$ cat src/rtl/loop_buffer.sv
// Loop buffer: captures a short backward-branch loop from fetch, then replays it
// while stalling upstream fetch. Define LOOP_BUFFER_STATS_EN to add replay_count.
module loop_buffer #(
   parameter int XLEN  = 32,
   parameter int DEPTH = 16,
   parameter int PTR_W = $clog2(DEPTH)
) (
   input  logic            clk,
   input  logic            reset,
   input  logic            in_valid,
   input  logic [XLEN-1:0] curr_PC,
   input  logic [XLEN-1:0] instruction,
   input  logic [XLEN-1:0] immediate,
   input  logic            mispredict,
   output logic            block_signal,
   output logic            flush,
   output logic [XLEN-1:0] new_pc,
   output logic            out_valid,
   output logic [XLEN-1:0] out_instruction
`ifdef LOOP_BUFFER_STATS_EN
   ,
   output logic [15:0]     replay_count
`endif
);

   localparam logic [6:0] OPC_BRANCH = 7'b1100011;

   typedef enum logic [1:0] {
      ST_IDLE    = 2'd0,
      ST_CAPTURE = 2'd1,
      ST_REPLAY  = 2'd2
   } state_t;

   state_t           state_reg;
   logic [PTR_W-1:0] wr_ptr_reg;
   logic [PTR_W-1:0] rd_ptr_reg;
   logic [PTR_W-1:0] rd_ptr_next;
   // Loop length is held as L-1 so that L=DEPTH still fits in a pointer.
   logic [PTR_W-1:0] last_idx_reg;
   logic [XLEN-1:0]  start_pc_reg;
   logic [XLEN-1:0]  branch_pc_reg;
   logic             flush_reg;

   logic [XLEN-1:0]  buf_mem [DEPTH];
   logic [XLEN-1:0]  rd_data_reg;

   logic [XLEN-1:0]  loop_len;
   logic [XLEN-1:0]  loop_start;
   logic [XLEN-1:0]  capture_pc;
   logic [XLEN-1:0]  replay_pc;
   logic             loop_branch;
   logic             len_ok;
   logic             pc_match;
   logic             capture_last;
   logic             rd_wrap;

   assign loop_branch  = in_valid && (instruction[6:0] == OPC_BRANCH) && immediate[XLEN-1];
   assign loop_len     = XLEN'(1) - immediate;
   assign len_ok       = (loop_len >= XLEN'(2)) && (loop_len <= XLEN'(DEPTH));
   assign loop_start   = curr_PC + (immediate << 2);
   assign capture_pc   = start_pc_reg + XLEN'({wr_ptr_reg, 2'b00});
   assign replay_pc    = start_pc_reg + XLEN'({rd_ptr_reg, 2'b00});
   assign pc_match     = in_valid && (curr_PC == capture_pc);
   assign capture_last = pc_match && (wr_ptr_reg == last_idx_reg) && (curr_PC == branch_pc_reg);
   assign rd_wrap      = (rd_ptr_reg == last_idx_reg);

   // Next read index also addresses the buffer a cycle early, so the registered
   // read data always lines up with rd_ptr_reg during replay.
   always_comb begin
      rd_ptr_next = '0;
      if (state_reg == ST_REPLAY) begin
         if (mispredict) begin
            rd_ptr_next = rd_ptr_reg;
         end else if (rd_wrap) begin
            rd_ptr_next = '0;
         end else begin
            rd_ptr_next = rd_ptr_reg + PTR_W'(1);
         end
      end
   end

   always_ff @(posedge clk) begin
      if ((state_reg == ST_CAPTURE) && pc_match) begin
         buf_mem[wr_ptr_reg] <= instruction;
      end
      rd_data_reg <= buf_mem[rd_ptr_next];
   end

   always_ff @(posedge clk or negedge reset) begin
      if (!reset) begin
         state_reg     <= ST_IDLE;
         wr_ptr_reg    <= '0;
         rd_ptr_reg    <= '0;
         last_idx_reg  <= '0;
         start_pc_reg  <= '0;
         branch_pc_reg <= '0;
         flush_reg     <= 1'b0;
      end else begin
         flush_reg  <= 1'b0;
         rd_ptr_reg <= rd_ptr_next;
         case (state_reg)
            ST_IDLE: begin
               if (loop_branch && len_ok) begin
                  start_pc_reg  <= loop_start;
                  branch_pc_reg <= curr_PC;
                  last_idx_reg  <= loop_len[PTR_W-1:0] - PTR_W'(1);
                  wr_ptr_reg    <= '0;
                  state_reg     <= ST_CAPTURE;
               end
            end
            ST_CAPTURE: begin
               if (in_valid) begin
                  if (capture_last) begin
                     state_reg <= ST_REPLAY;
                  end else if (pc_match) begin
                     wr_ptr_reg <= wr_ptr_reg + PTR_W'(1);
                  end else begin
                     // Fetch left the loop body; the offending word is dropped.
                     state_reg <= ST_IDLE;
                  end
               end
            end
            ST_REPLAY: begin
               if (mispredict) begin
                  flush_reg <= 1'b1;
                  state_reg <= ST_IDLE;
               end
            end
            default: state_reg <= ST_IDLE;
         endcase
      end
   end

   always_comb begin
      out_instruction = instruction;
      new_pc          = curr_PC;
      out_valid       = in_valid;
      block_signal    = 1'b0;
      if (flush_reg) begin
         new_pc    = branch_pc_reg + XLEN'(4);
         out_valid = 1'b0;
      end else if (state_reg == ST_REPLAY) begin
         block_signal    = 1'b1;
         out_valid       = 1'b1;
         out_instruction = rd_data_reg;
         new_pc          = replay_pc;
      end
   end

   assign flush = flush_reg;

`ifdef LOOP_BUFFER_STATS_EN
   logic [15:0] replay_count_reg;

   always_ff @(posedge clk or negedge reset) begin
      if (!reset) begin
         replay_count_reg <= '0;
      end else if ((state_reg == ST_REPLAY) && !mispredict && rd_wrap &&
                   (replay_count_reg != 16'hFFFF)) begin
         replay_count_reg <= replay_count_reg + 16'd1;
      end
   end

   assign replay_count = replay_count_reg;
`endif

endmodule

$ cat config.mk
export PLATFORM = sky130hd
export DESIGN_NAME = loop_buffer
export DESIGN_NICKNAME = d
export VERILOG_FILES = /design/src/rtl/loop_buffer.sv
export SDC_FILE = /design/constraint.sdc
export NUM_CORES = 1
export LEC_CHECK = 0
export CELL_PAD_IN_SITES_DETAIL_PLACEMENT = 1
export CELL_PAD_IN_SITES_GLOBAL_PLACEMENT = 2
export CORE_MARGIN = 8
export CORE_UTILIZATION = 37
export CTS_CLUSTER_DIAMETER = 30
export DETAILED_ROUTE_END_ITERATION = 8
export PLACE_DENSITY = 0.78
export SLEW_MARGIN = 20
export SYNTH_ARGS = -nofsm -noshare
export SYNTH_HDL_FRONTEND = slang
export SYNTH_SLANG_ARGS = --single-unit
$ cat constraint.sdc
create_clock -name clk -period 6.3 [get_ports clk]
set_input_delay 0.63 -clock clk [delete_from_list [all_inputs] [get_ports clk]]
set_output_delay 0.63 -clock clk [all_outputs]
set_load 0.02 [all_outputs]
* After elaboration in Yosys (flattened, before gate mapping)
Memories as Yosys holds them, arrays and structs flattened. A register that Yosys moved wholly into a read port is not among the register bits.
Index checks and enable logic that the tools add are counted.
** Storage, ports and cells
- Flip-flop bits (word level) :: 79
- Bits in latches :: 0
- RAM bits :: 512
- ROM bits :: 0
- Bits of input ports :: 100
- Output and inout bits :: 67
- Word-level logic and storage cells :: 70
- Memories :: 1
** Memories
- buf_mem :: words 16, width 32, read ports 1, clocked after memory_dff 1, wr ports 1, RTL line 44 : logic [XLEN-1:0] buf_mem [DEPTH];
** Operators by class
- $add $sub $neg :: 8
- $mul :: 0
- Divide/modulo/power cells :: 0
- $lt $le $gt $ge :: 2
- Equal/unequal tests :: 13
- Shift operators :: 0
- Multiplexer cells :: 26
- Bitwise gates (word level) :: 0
- Reduce and logical (&&, ||, !) cells :: 13
** Operator list (number)
- 32-bit two-way mux :: 4
- 32-bit by 6-bit adder with 32-bit output :: 2
- 32-bit equality test :: 2
- 32-bit by 3-bit adder with 32-bit output, second input constant :: 1
- 32-bit adder :: 1
- 32-bit by 2-bit greater-or-equal comparator with 1-bit output, second input constant :: 1
- 32-bit by 5-bit <= comparator with 1-bit output, second input constant :: 1
- 1-bit by 32-bit subtractor with 32-bit output, first input constant :: 1
- 4-bit two-way mux :: 7
- 2-bit two-way mux :: 5
- 2-bit inequality test, second input constant :: 5
- 4-bit by 1-bit adder with 4-bit output, second input constant :: 2
- 4-bit equality test :: 2
- 1-bit logical AND :: 8
- 1-bit two-way mux :: 8
- 4-bit one-hot mux with 2 select lines :: 1
- 7-bit equality test, second input constant :: 1
- 2-bit one-hot mux with 3 select lines :: 1
- 5-bit AND reduction :: 1
- 4-bit AND reduction :: 1
- 4-bit by 1-bit subtractor with 4-bit output, second input constant :: 1
- 3-bit inequality test, second input constant :: 1
- 2-bit by 1-bit equality test with 1-bit output, second input constant :: 1
- 2-bit equality test, second input constant :: 1
- other kinds (3) :: 3

* Depth between registers and ports, before layout
- Word-level depth :: 8
- Gate-level depth with buffers :: 12
- Gate-level depth less buffers :: 11

* Least setup slack after synthesis
No wires, ideal clock.
- Path kind :: flip-flop to flip-flop
- From :: register wr_ptr_reg[0]
- To :: memory buf_mem[13][0], enable pin
- Library setup time :: 461 ps
- Arrival :: 5394 ps
- Data required time :: 5839 ps
- Setup slack :: 445 ps
- Cell stages (with the launch flop) :: 11
- Path buffers :: 0
- Period minus slack after synthesis :: 5855 ps
- Cell sequence :: dfrtp_1 > ha_1 > fa_1 > a211oi_1 > nor4_1 > or3_1 > a2111oi_0 > nand4_1 > nor4b_4 > nand4_4 > nor3_1
** Between the ends
- Cells in the longest elaborated chain, start to end :: 6
** Ends and longest elaborated chain
- start, declared :: RTL line 35 : logic [PTR_W-1:0] wr_ptr_reg;
- start signal, assigned :: RTL line 116 : wr_ptr_reg <= wr_ptr_reg + PTR_W'(1);
- 32-bit by 6-bit adder with 32-bit output :: RTL line 61 : assign capture_pc = start_pc_reg + XLEN'({wr_ptr_reg, 2'b00});
- 32-bit equality test :: RTL line 63 : assign pc_match = in_valid && (curr_PC == capture_pc);
- 1-bit logical AND :: RTL line 63
- 1-bit logical AND :: RTL line 83 : if ((state_reg == ST_CAPTURE) && pc_match) begin
- 1-bit two-way mux :: RTL line 83
- 1-bit two-way mux (implied by the code) :: RTL line 84 : buf_mem[wr_ptr_reg] <= instruction;
- end, declared :: RTL line 44
Several ways; a longest one is shown, not always the timed one.

* Worst setup path after layout
- From :: register wr_ptr_reg[0]
- To :: memory buf_mem[7][29], enable pin
The elaborated chain is that of the path after synthesis.

==> run metrics <==
non-filler instance count after layout=3,982; Vias=22,600; maximum ir drop on the vdd rail=0.2148 mV; die area=90,390 µm²; Detailed Routing Iterations Pass 1=5; DRC violations left=0; most common library cell in the layout ignoring fill and taps=sky130_fd_sc_hd__nand2_1; max-slew violation count=0; setup TNS=0 ns; initial DRC count=1,478; critical path startpoint category=flip-flop; Filler Cells Inserted=8,445; crit path capture type=flip-flop; unrepaired setup endpoints after global routing=no; mean instance size in the synthesized netlist=11.43 µm²; Min-Delay Path Class=input pin to async pin; Post-CTS Repair Setup Buffers=0; flip-flop count of the largest register after layout=512; Mapped Nets=2,774; Total GRT Usage=21.22%; count of flip-flops with a built-in enable after synthesis=512; maximum level of the CTS H-tree=4; most used routing layer in global routing=met2; max-slew headroom at the worst pin=30.26%; Worst Setup Slack, final=1.160 ns; starting utilization of the core area=37.28%; cell at the root of the clock tree=sky130_fd_sc_hd__clkbuf_16; share of the synthesized area in the top cell type=51.28%; antenna violations before repair=2; layout-stage area growth over the synthesis result=25.17%; CP max stage delay=0.62 ns; post-place setup slack=0.8977 ns; commonest cells after routing, fill and taps aside=sky130_fd_sc_hd__nand2_1 (516), sky130_fd_sc_hd__edfxtp_1 (512), sky130_fd_sc_hd__clkdlybuf4s50_1 (165); met3 demand-to-capacity share in global routing=4.139%; Placed Cells incl. Taps=3,734; final weighted congestion of routability-driven global placement=0.8909; CP Buf/Inv Count=1; cells along the critical path=ha_1 -> fa_1 -> a211oi_1 -> or4_1 -> o21ai_0 -> and3_1 -> or4bb_1 -> nor4b_4 -> nand4_4 -> nor3_2 -> buf_4; Main synth FF type=sky130_fd_sc_hd__edfxtp_1; time the worst path needs with I/O delays and setup=5.140 ns; share of the clock period used by the worst path=81.59%; vertical die dimension=300.7 µm; Area contributors post-synth=sky130_fd_sc_hd__edfxtp_1 (51%), sky130_fd_sc_hd__nand2_1 (6.5%), sky130_fd_sc_hd__dfrtp_1 (6.4%), sky130_fd_sc_hd__mux2_2 (3.6%), sky130_fd_sc_hd__xnor2_1 (2.9%); global-route wire length before repair=148,400 µm; number of antenna diodes=0; Worst-Margin Slew=1.046 ns; share of async-settable or async-resettable flops after synthesis=12.40%; total number of yosys warnings=0; clock transition at the registers of the reported paths=0.04 ns; status=finished, final reports clean; CTS tree=built; number of port buffers=166; Arr. time, crit path=5.44 ns; number of global-route vias before repair=24,300; power density relative to cell area=323.3 nW/µm²; number of routed nets with antenna violations=0; utilization of the core after routing=46.66%; final global-route overflow total=0; fraction of met2 tracks used by global routing=36.62%; number of resized instances in the post-cts repair step=0; post-synthesis sequential element count=621; max frequency=194.6 MHz; data required time at the worst endpoint=6.60 ns; Worst Hold Margin=0.4417 ns; worst-path cell with the longest stage delay=sky130_fd_sc_hd__buf_4; met1 Resource Use GR=26.09%; mean routed wirelength per cell=24.56 µm; number of vias per cell after detailed routing=5.675; DP HPWL=60,730 µm; Cell Area, Synth=29,980 µm²; Static Leak=0.01355 µW; number of buffers added by the clock tree synthesis step=134; maximum number of pins on one net before global-route repair=199; critical path peak fanout=32; cell class contributing the biggest share of worst-path delay=simple AND/OR/NAND/NOR gates; Die X=300.7 µm; clock latency reported for the late side of the worst-skew pair=0.72 ns; Final Skew=0.05242 ns; Max Root-Sink Buffers=3; maximum capacitance violations=0; core area=80,420 µm²; most area-hungry cell type in the Yosys netlist=sky130_fd_sc_hd__edfxtp_1; Distinct cells, synth=85; number of sinks driven by the clock tree=621; I/O pin count=167; gate count after technology mapping=2,624; startpoint-to-endpoint class of the critical path=flip-flop to flip-flop; final hold violations=0; fraction of final layout cells sized beyond drive strength 1=14.68%; portion of the post-synthesis area used by sequential elements=59.85%; Final Setup Violations=0; Layout Nets=2,961; final wirelength=97,790 µm; Core Rows=104
worst reg2reg max path, delay by kind of cell (launching register included):
kind | cells | cell delay (ns)
adders and majority gates | 2 | 0.71
AOI/OAI and AO/OA | 2 | 0.74
and+or+nand+nor | 6 | 2.20
buffers and inverters | 1 | 0.62
DFF | 1 | 0.51
metrics by stage:
step,area (µm²),power (µW)
6_report,37530,12130
5_1_grt,37530,12480
4_1_cts,37530,12240
3_5_place_dp,32870,5151
3_3_place_gp,32870,5133
2_1_floorplan,29980,4837
worst paths after layout:
check / from / end / slack, ns / cells after the start
worst max-delay path: wr_ptr_reg[0] / buf_mem[7][29] / 1.16 / 11
max in group asynchronous: reset / flush / 4.79 / 3
worst max register to register: wr_ptr_reg[0] / buf_mem[7][29] / 1.16 / 11
worst min register to register: start_pc_reg[1] / start_pc_reg[1] / 0.56 / 1
worst min-delay path: reset / start_pc_reg[26] / 0.44 / 2
min in group clk: start_pc_reg[1] / start_pc_reg[1] / 0.56 / 1
layout make-up:
type | instances | area [µm²] | share of cell area (%)
Sequential cell | 621 | 17940 | 47.82
Multi-Input combinational cell | 1794 | 11340 | 30.23
Clock buffer | 165 | 3612 | 9.626
Timing Repair Buffer | 222 | 2120 | 5.648
Tap cell | 1060 | 1326 | 3.534
Clock inverter | 82 | 1032 | 2.751
Inverter | 38 | 147.6 | 0.3934
synthesized netlist by cell type, types with 4 or more instances:
cell / instances
sky130_fd_sc_hd__a31oi_1: 72
sky130_fd_sc_hd__inv_1: 37
sky130_fd_sc_hd__clkbuf_1: 142
sky130_fd_sc_hd__or3_1: 16
sky130_fd_sc_hd__nand4b_1: 4
sky130_fd_sc_hd__xnor2_1: 100
sky130_fd_sc_hd__mux2_2: 97
sky130_fd_sc_hd__nor4b_1: 4
sky130_fd_sc_hd__o21a_1: 7
sky130_fd_sc_hd__a21o_1: 8
sky130_fd_sc_hd__o31a_1: 4
sky130_fd_sc_hd__a22oi_1: 34
sky130_fd_sc_hd__xor2_1: 52
sky130_fd_sc_hd__a211oi_1: 95
sky130_fd_sc_hd__dfrtp_1: 77
sky130_fd_sc_hd__a21oi_1: 76
sky130_fd_sc_hd__and4_1: 7
sky130_fd_sc_hd__buf_4: 4
sky130_fd_sc_hd__nor2_1: 82
sky130_fd_sc_hd__and3_1: 80
sky130_fd_sc_hd__nand3b_1: 5
sky130_fd_sc_hd__buf_1: 7
sky130_fd_sc_hd__o21ai_0: 103
sky130_fd_sc_hd__nor2b_1: 6
sky130_fd_sc_hd__nand2b_1: 7
sky130_fd_sc_hd__nand2_1: 517
sky130_fd_sc_hd__dfxtp_1: 32
sky130_fd_sc_hd__o31ai_1: 9
sky130_fd_sc_hd__nor3b_1: 5
sky130_fd_sc_hd__o211ai_1: 11
sky130_fd_sc_hd__edfxtp_1: 512
sky130_fd_sc_hd__mux2i_1: 7
sky130_fd_sc_hd__nor4_1: 25
sky130_fd_sc_hd__ha_1: 47
sky130_fd_sc_hd__or4_1: 7
sky130_fd_sc_hd__buf_2: 13
sky130_fd_sc_hd__nand4_1: 34
sky130_fd_sc_hd__or2_2: 6
sky130_fd_sc_hd__nand3_1: 110
sky130_fd_sc_hd__nor3_1: 45
sky130_fd_sc_hd__and2_1: 6
sky130_fd_sc_hd__o221ai_1: 32
power by group:
group	internal (µW)	switching (µW)	leakage [µW]
clock	4680	2360	0.00226
combinational	232	364	0.00537
sequential	4460	25.8	0.00593
metal layers:
metal	vias up	part of all wire, %	wire (µm)
li1	10190	-	-
met1	11570	42	40700
met2	635	50	48670
met3	202	5.2	5050
met4	2	3.4	3352
met5	-	0.011	11
logic make-up after synthesis:
logic type	after synthesis	share of synthesized area (%)
flops	621	59.85
xor+xnor	153	4.516
compound gates	496	11.06
simple gates	989	15.65
mux	106	3.952
fa+ha+maj	50	2.162
buf+inv	209	2.805
what timing repair did:
item / 4_1_cts / 5_1_grt
setup endpoints to repair: 0 / 0
hold endpoints to repair: 28 / 0
hold buffers: 1 / 0
Note: power is estimated with default switching activity, not from simulation.
